===== src/rtl/dsp_mac_seq.sv =====
// dsp_mac_seq: job sequencer that streams signed a*b terms into a pipelined DSP48A1 wrapper
// and returns the accumulated 48-bit result plus a shifted, saturated 18-bit sample.
module dsp_mac_seq #(
    parameter int LEN_W   = 5,
    parameter int DSP_LAT = 3,
    parameter int SHIFT   = 17
) (
    input  logic                    clk,
    input  logic                    reset,
    input  logic                    start,
    input  logic [LEN_W-1:0]        len,
    input  logic signed [47:0]      bias,
    output logic                    busy,
    input  logic                    in_valid,
    output logic                    in_ready,
    input  logic signed [17:0]      in_a,
    input  logic signed [17:0]      in_b,
    input  logic                    in_sub,
    output logic [7:0]              dsp_op,
    output logic signed [17:0]      dsp_a,
    output logic signed [17:0]      dsp_b,
    output logic signed [47:0]      dsp_c,
    input  logic signed [47:0]      dsp_p,
    output logic                    res_valid,
    output logic signed [47:0]      res_p,
    output logic signed [17:0]      res_sat
);
    typedef enum logic [2:0] {IDLE, FIRST, ACC, DRAIN, DONE} state_t;

    localparam logic [7:0] OP_FIRST = 8'h0D;
    localparam logic [7:0] OP_ACC   = 8'h09;
    localparam logic [7:0] OP_BIAS  = 8'h0C;
    localparam logic [7:0] OP_HOLD  = 8'h08;
    localparam int CW = $clog2(DSP_LAT + 1) + 1;
    localparam logic signed [47:0] SAT_MAX = 48'sd131071;
    localparam logic signed [47:0] SAT_MIN = -48'sd131072;

    state_t                 state, state_n;
    logic [LEN_W-1:0]       rem, rem_n;
    logic signed [47:0]     bias_q, bias_n;
    logic [CW-1:0]          cnt, cnt_n;
    logic                   busy_n, in_ready_n, res_valid_n, hs;
    logic [7:0]             op_n;
    logic signed [17:0]     a_n, b_n, res_sat_n, sat;
    logic signed [47:0]     c_n, res_p_n, shifted;

    assign hs      = in_valid && in_ready;
    assign shifted = dsp_p >>> SHIFT;
    assign sat     = shifted > SAT_MAX ? 18'sh1FFFF : shifted < SAT_MIN ? 18'sh20000 : shifted[17:0];

    always_comb begin
        state_n     = state;
        rem_n       = rem;
        bias_n      = bias_q;
        cnt_n       = cnt;
        busy_n      = busy;
        in_ready_n  = 1'b0;
        op_n        = OP_HOLD;
        a_n         = '0;
        b_n         = '0;
        c_n         = dsp_c;
        res_valid_n = 1'b0;
        res_p_n     = res_p;
        res_sat_n   = res_sat;
        case (state)
            IDLE: if (start) begin
                bias_n = bias;
                busy_n = 1'b1;
                cnt_n  = '0;
                rem_n  = len;
                if (len == '0) begin
                    op_n    = OP_BIAS;
                    c_n     = bias;
                    state_n = DRAIN;
                end else begin
                    in_ready_n = 1'b1;
                    state_n    = FIRST;
                end
            end
            FIRST, ACC: begin
                in_ready_n = 1'b1;
                if (hs) begin
                    // first term seeds P from C (bias); later terms accumulate onto P
                    op_n       = (state == FIRST ? OP_FIRST : OP_ACC) | {in_sub, 7'b0};
                    a_n        = in_a;
                    b_n        = in_b;
                    c_n        = state == FIRST ? bias_q : dsp_c;
                    rem_n      = rem - 1'b1;
                    in_ready_n = rem != LEN_W'(1);
                    state_n    = rem == LEN_W'(1) ? DRAIN : ACC;
                end
            end
            DRAIN: begin
                // dsp_p holds the final sum once DSP_LAT edges have passed the last issue
                if (cnt == CW'(DSP_LAT)) begin
                    state_n     = DONE;
                    res_valid_n = 1'b1;
                    busy_n      = 1'b0;
                    res_p_n     = dsp_p;
                    res_sat_n   = sat;
                end else begin
                    cnt_n = cnt + 1'b1;
                end
            end
            DONE: state_n = IDLE;
            default: state_n = IDLE;
        endcase
    end

    always_ff @(posedge clk or posedge reset) begin
        if (reset) begin
            state     <= IDLE;
            rem       <= '0;
            bias_q    <= '0;
            cnt       <= '0;
            busy      <= 1'b0;
            in_ready  <= 1'b0;
            dsp_op    <= OP_HOLD;
            dsp_a     <= '0;
            dsp_b     <= '0;
            dsp_c     <= '0;
            res_valid <= 1'b0;
            res_p     <= '0;
            res_sat   <= '0;
        end else begin
            state     <= state_n;
            rem       <= rem_n;
            bias_q    <= bias_n;
            cnt       <= cnt_n;
            busy      <= busy_n;
            in_ready  <= in_ready_n;
            dsp_op    <= op_n;
            dsp_a     <= a_n;
            dsp_b     <= b_n;
            dsp_c     <= c_n;
            res_valid <= res_valid_n;
            res_p     <= res_p_n;
            res_sat   <= res_sat_n;
        end
    end
endmodule


===== config.mk =====
export PLATFORM = sky130hd
export DESIGN_NAME = dsp_mac_seq
export DESIGN_NICKNAME = d
export VERILOG_FILES = /design/src/rtl/dsp_mac_seq.sv
export SDC_FILE = /design/constraint.sdc
export NUM_CORES = 1
export LEC_CHECK = 0
export ABC_AREA = 1
export CORE_MARGIN = 2
export CORE_UTILIZATION = 46
export CTS_CLUSTER_DIAMETER = 100
export DETAILED_ROUTE_END_ITERATION = 8
export HOLD_SLACK_MARGIN = 0.02
export PLACE_DENSITY = 0.82
export SETUP_SLACK_MARGIN = 0.5
export SLEW_MARGIN = 20
export SYNTH_ARGS = -nofsm -noshare
export SYNTH_HDL_FRONTEND = slang
export SYNTH_SLANG_ARGS = --single-unit

===== constraint.sdc =====
create_clock -name clk -period 8.44 [get_ports clk]
set_input_delay 1.688 -clock clk [delete_from_list [all_inputs] [get_ports clk]]
set_output_delay 1.688 -clock clk [all_outputs]
set_load 0.05 [all_outputs]

==> impl_metrics.py <==
metrics = {
    "floorplan": {
        "num_rows": 52,
        "die_h_um": 146.5,
        "start_util": 0.4644,
        "core_area_um2": 20100,
        "die_w_um": 146.5,
        "dieArea_um2": 21450,
        "io-pin-count": 303,
    },
    "sta": {
        "report.final.setup_viol": 0,
        "fin_skew_ns": 0.02025,
        "slew_headroom": 0.3089,
        "setup_slack_ns": 4.107,
        "min_period_ns": 4.333,
        "fin_hold_ws_ns": 0.4755,
        "finalMaxSlewViolations": 0,
        "fin_setup_tns_ns": 0,
        "worst_slew_pin_slew_ns": 1.037,
        "clock.fmax_mhz": 230.8,
        "final.period_utilization": 0.5134,
        "grt_setup_unrepaired": "no",
        "final-hold-violation-count": 0,
    },
    "logic_synthesis": {
        "yosysSeqAreaShare": 0.5763,
        "synth_top_cell_area_share": 0.5763,
        "syn_inst": 1125,
        "async_flop_share": 1.000,
        "synth_largest_area_cell": "dfrtp_1",
        "yosysMostFrequentCell": "nand2_1",
        "synth_edf_count": 0,
        "ys_seq_elements": 215,
        "yosysWarningCount": 0,
        "syn_area_um2": 9336,
        "syn_area_per_cell_um2": 8.299,
        "yosys-top-cells-count": "429 x nand2_1, 215 x dfrtp_1, 121 x o21ai_0",
        "synth_area_leaders": "dfrtp_1 58%, nand2_1 17%, o21ai_0 6.5%",
        "synth_flop_cell": "dfrtp_1",
        "synth.distinct_cells": 24,
    },
    "placement": {
        "io_buffer_count": 297,
        "place_area_um2": 12300,
        "hpwl_um": 15990,
        "routabilityCongestion": 0.8233,
        "dp.cells": 1635,
        "pre_cts_slack_ns": 3.685,
    },
    "power": {
        "switching_share": 0.4557,
        "p_clk_frac": 0.190,
        "p_int_mw": 2.774,
        "p_total_mw": 5.097,
        "ir_drop_mv": 0.2440,
        "p_seq_frac": 0.317,
        "power.switching_mw": 2.323,
        "powerDensity_nw_per_um2": 390.9,
        "combPwrFrac": 0.493,
        "leakagePower_nw": 6.371,
    },
    "global_route": {
        "antenna_found_initial": 0,
        "grt_pass1_wl_um": 39010,
        "grt_max_degree": 136,
        "grtUsageTotal": 0.2207,
        "grt.overflow.total": 0,
        "grt_pass1_vias": 7760,
    },
    "final_layout": {
        "final_cell_area_um2": 13040,
        "finish.utilization": 0.6486,
        "drive_gt1_frac": 0.04270,
        "num_antenna_cells": 0,
        "nets": 1536,
        "syn2layout_area_growth_pct": 39.65,
        "fill_cells": 1603,
        "multi_input_area_um2": 3137,
        "stdcell_count": 1675,
        "seq_area_um2": 5380,
    },
    "worst_setup_path": {
        "crit_fanout": 98,
        "required_ns": 8.87,
        "worstSetupEndpointType": "flop",
        "crit_path_start_kind": "primary input",
        "arrival_ns": 4.77,
        "critPathKind": "primary input to flop",
    },
    "clock_tree": {
        "clock_path_buffers": 3,
        "hold_buffers": 0,
        "clock_latency_ns": 0.50,
        "post_cts_buffers": 0,
        "post_cts_resized": 0,
        "cts_buffers": 23,
        "clock_sinks": 215,
        "cts_root_buffer": "clkbuf_16",
        "clk_pin_slew_ns": 0.06,
        "cts_tree": "done",
        "cts_htree_levels": 1,
    },
    "job": {
        "max_cap_viol_count": 0,
    },
    "detailed_routing": {
        "firstDrtPassIters": 6,
        "drtIter0Drc": 473,
        "vias": 8060,
        "drc": 0,
        "wl_per_cell_um": 14.20,
        "viasPerCell": 4.812,
        "drtAntennaViolNets": 0,
        "drt-total-wl_um": 23790,
    },
    "min_path": {
        "hp-class": "flop to flop",
    },
    "status": {
        "status": "finished clean",
    },
}
-- cell type report --
cell class | instances | area share
Inverter | 115 | 0.03368
Multi-Input combinational cell | 733 | 0.2406
Sequential cell | 215 | 0.4126
Timing Repair Buffer | 302 | 0.2312
Clock buffer | 28 | 0.04865
Clock inverter | 12 | 0.007389
Tap cell | 270 | 0.02591
-- routing by layer --
| layer | routed length (um) | track usage | up-vias |
|---|---|---|---|
| met5 | 0 | 0 | - |
| met4 | 624 | 0.06748 | 0 |
| met3 | 2252 | 0.06344 | 43 |
| met2 | 11480 | 0.3649 | 299 |
| met1 | 9426 | 0.2834 | 3750 |
| li1 | - | - | 3968 |
-- kinds of logic (layout without fill, tap and decap cells) --
logic type               count (synthesis)  after routing  share of synthesized area
AO/OA/AOI/OAI                          144            144                    0.07719
adder cells (fa/ha/maj)                  4              4                   0.005361
buffers and inverters                  180            457                    0.09006
flip-flops                             215            215                     0.5763
other                                    2              5                  0.0008044
AND/OR/NAND/NOR                        580            580                     0.2503
-- power groups by stage --
stage	registers [mW]	logic (mW)	clock network (mW)
after global placement	1.62	2.47	0
after floorplan	2.49	0.880	0
after detailed placement	1.63	2.51	0
after global routing	1.66	2.72	1.04
after CTS	1.62	2.53	0.985
final	1.62	2.51	0.969
-- path summary, 6_finish.rpt --
| kind | from | endpoint | slack (ns) | cells past startpoint |
|---|---|---|---|---|
| setup / recovery | start | dsp_c[7]$_DFFE_PP0P_ | 4.11 | 8 |
| hold / removal | res_p[15]$_DFFE_PP0P_ | res_p[15]$_DFFE_PP0P_ | 0.48 | 2 |
| setup reg to reg | state[1]$_DFFE_PP0P_ | dsp_c[7]$_DFFE_PP0P_ | 5.03 | 8 |
| hold reg to reg | res_p[15]$_DFFE_PP0P_ | res_p[15]$_DFFE_PP0P_ | 0.48 | 2 |
| max in group asynchronous | reset | res_p[47]$_DFFE_PP0P_ | 5.32 | 3 |
| min in group asynchronous | reset | res_sat[5]$_DFFE_PP0P_ | 1.77 | 2 |
-- sequential cells by signal, summed over array words and instances, names as in the netlist --
signal	flops
bias_q	48
busy	1
cnt	3
dsp_a	18
dsp_b	18
dsp_c	48
dsp_op	3
in_ready	1
rem	5
res_p	48
res_sat	18
res_valid	1
state	3
-- cell usage in the layout (no fill, tap or decap) --
cell type	synthesis	layout
clkbuf_1	19	1
clkinv_2	0	7
inv_1	113	111
nand3_1	63	62
nor2_4	1	1
bufinv_16	0	1
nand3_2	0	1
nand2_4	2	3
buf_6	11	1
nand4_1	1	1
nand2_2	5	4
inv_2	2	3
clkdlybuf4s50_1	0	297
dfrtp_1	215	215
o21ai_1	4	4
conb_1	2	5
nand2_1	429	429
nor3_1	1	1
nor2_2	1	1
nor2_8	2	2
clkbuf_8	0	4
buf_4	16	4
o21ai_0	121	121
clkinv_4	0	1
nor2_1	73	73
nand3b_1	2	2
clkinvlp_4	0	3
inv_8	0	1
clkbuf_16	0	23
a21oi_1	19	19
ha_1	4	4
-- critical path: stages --
cell and delay [ns]:
clkdlybuf4s50_1 0.45, inv_1 0.10, nor2_8 0.11, buf_4 0.65
nand2_4 0.51, nand2_2 0.86, nand2_1 0.17, nand2_1 0.13
(Power assumes the default switching activity.)
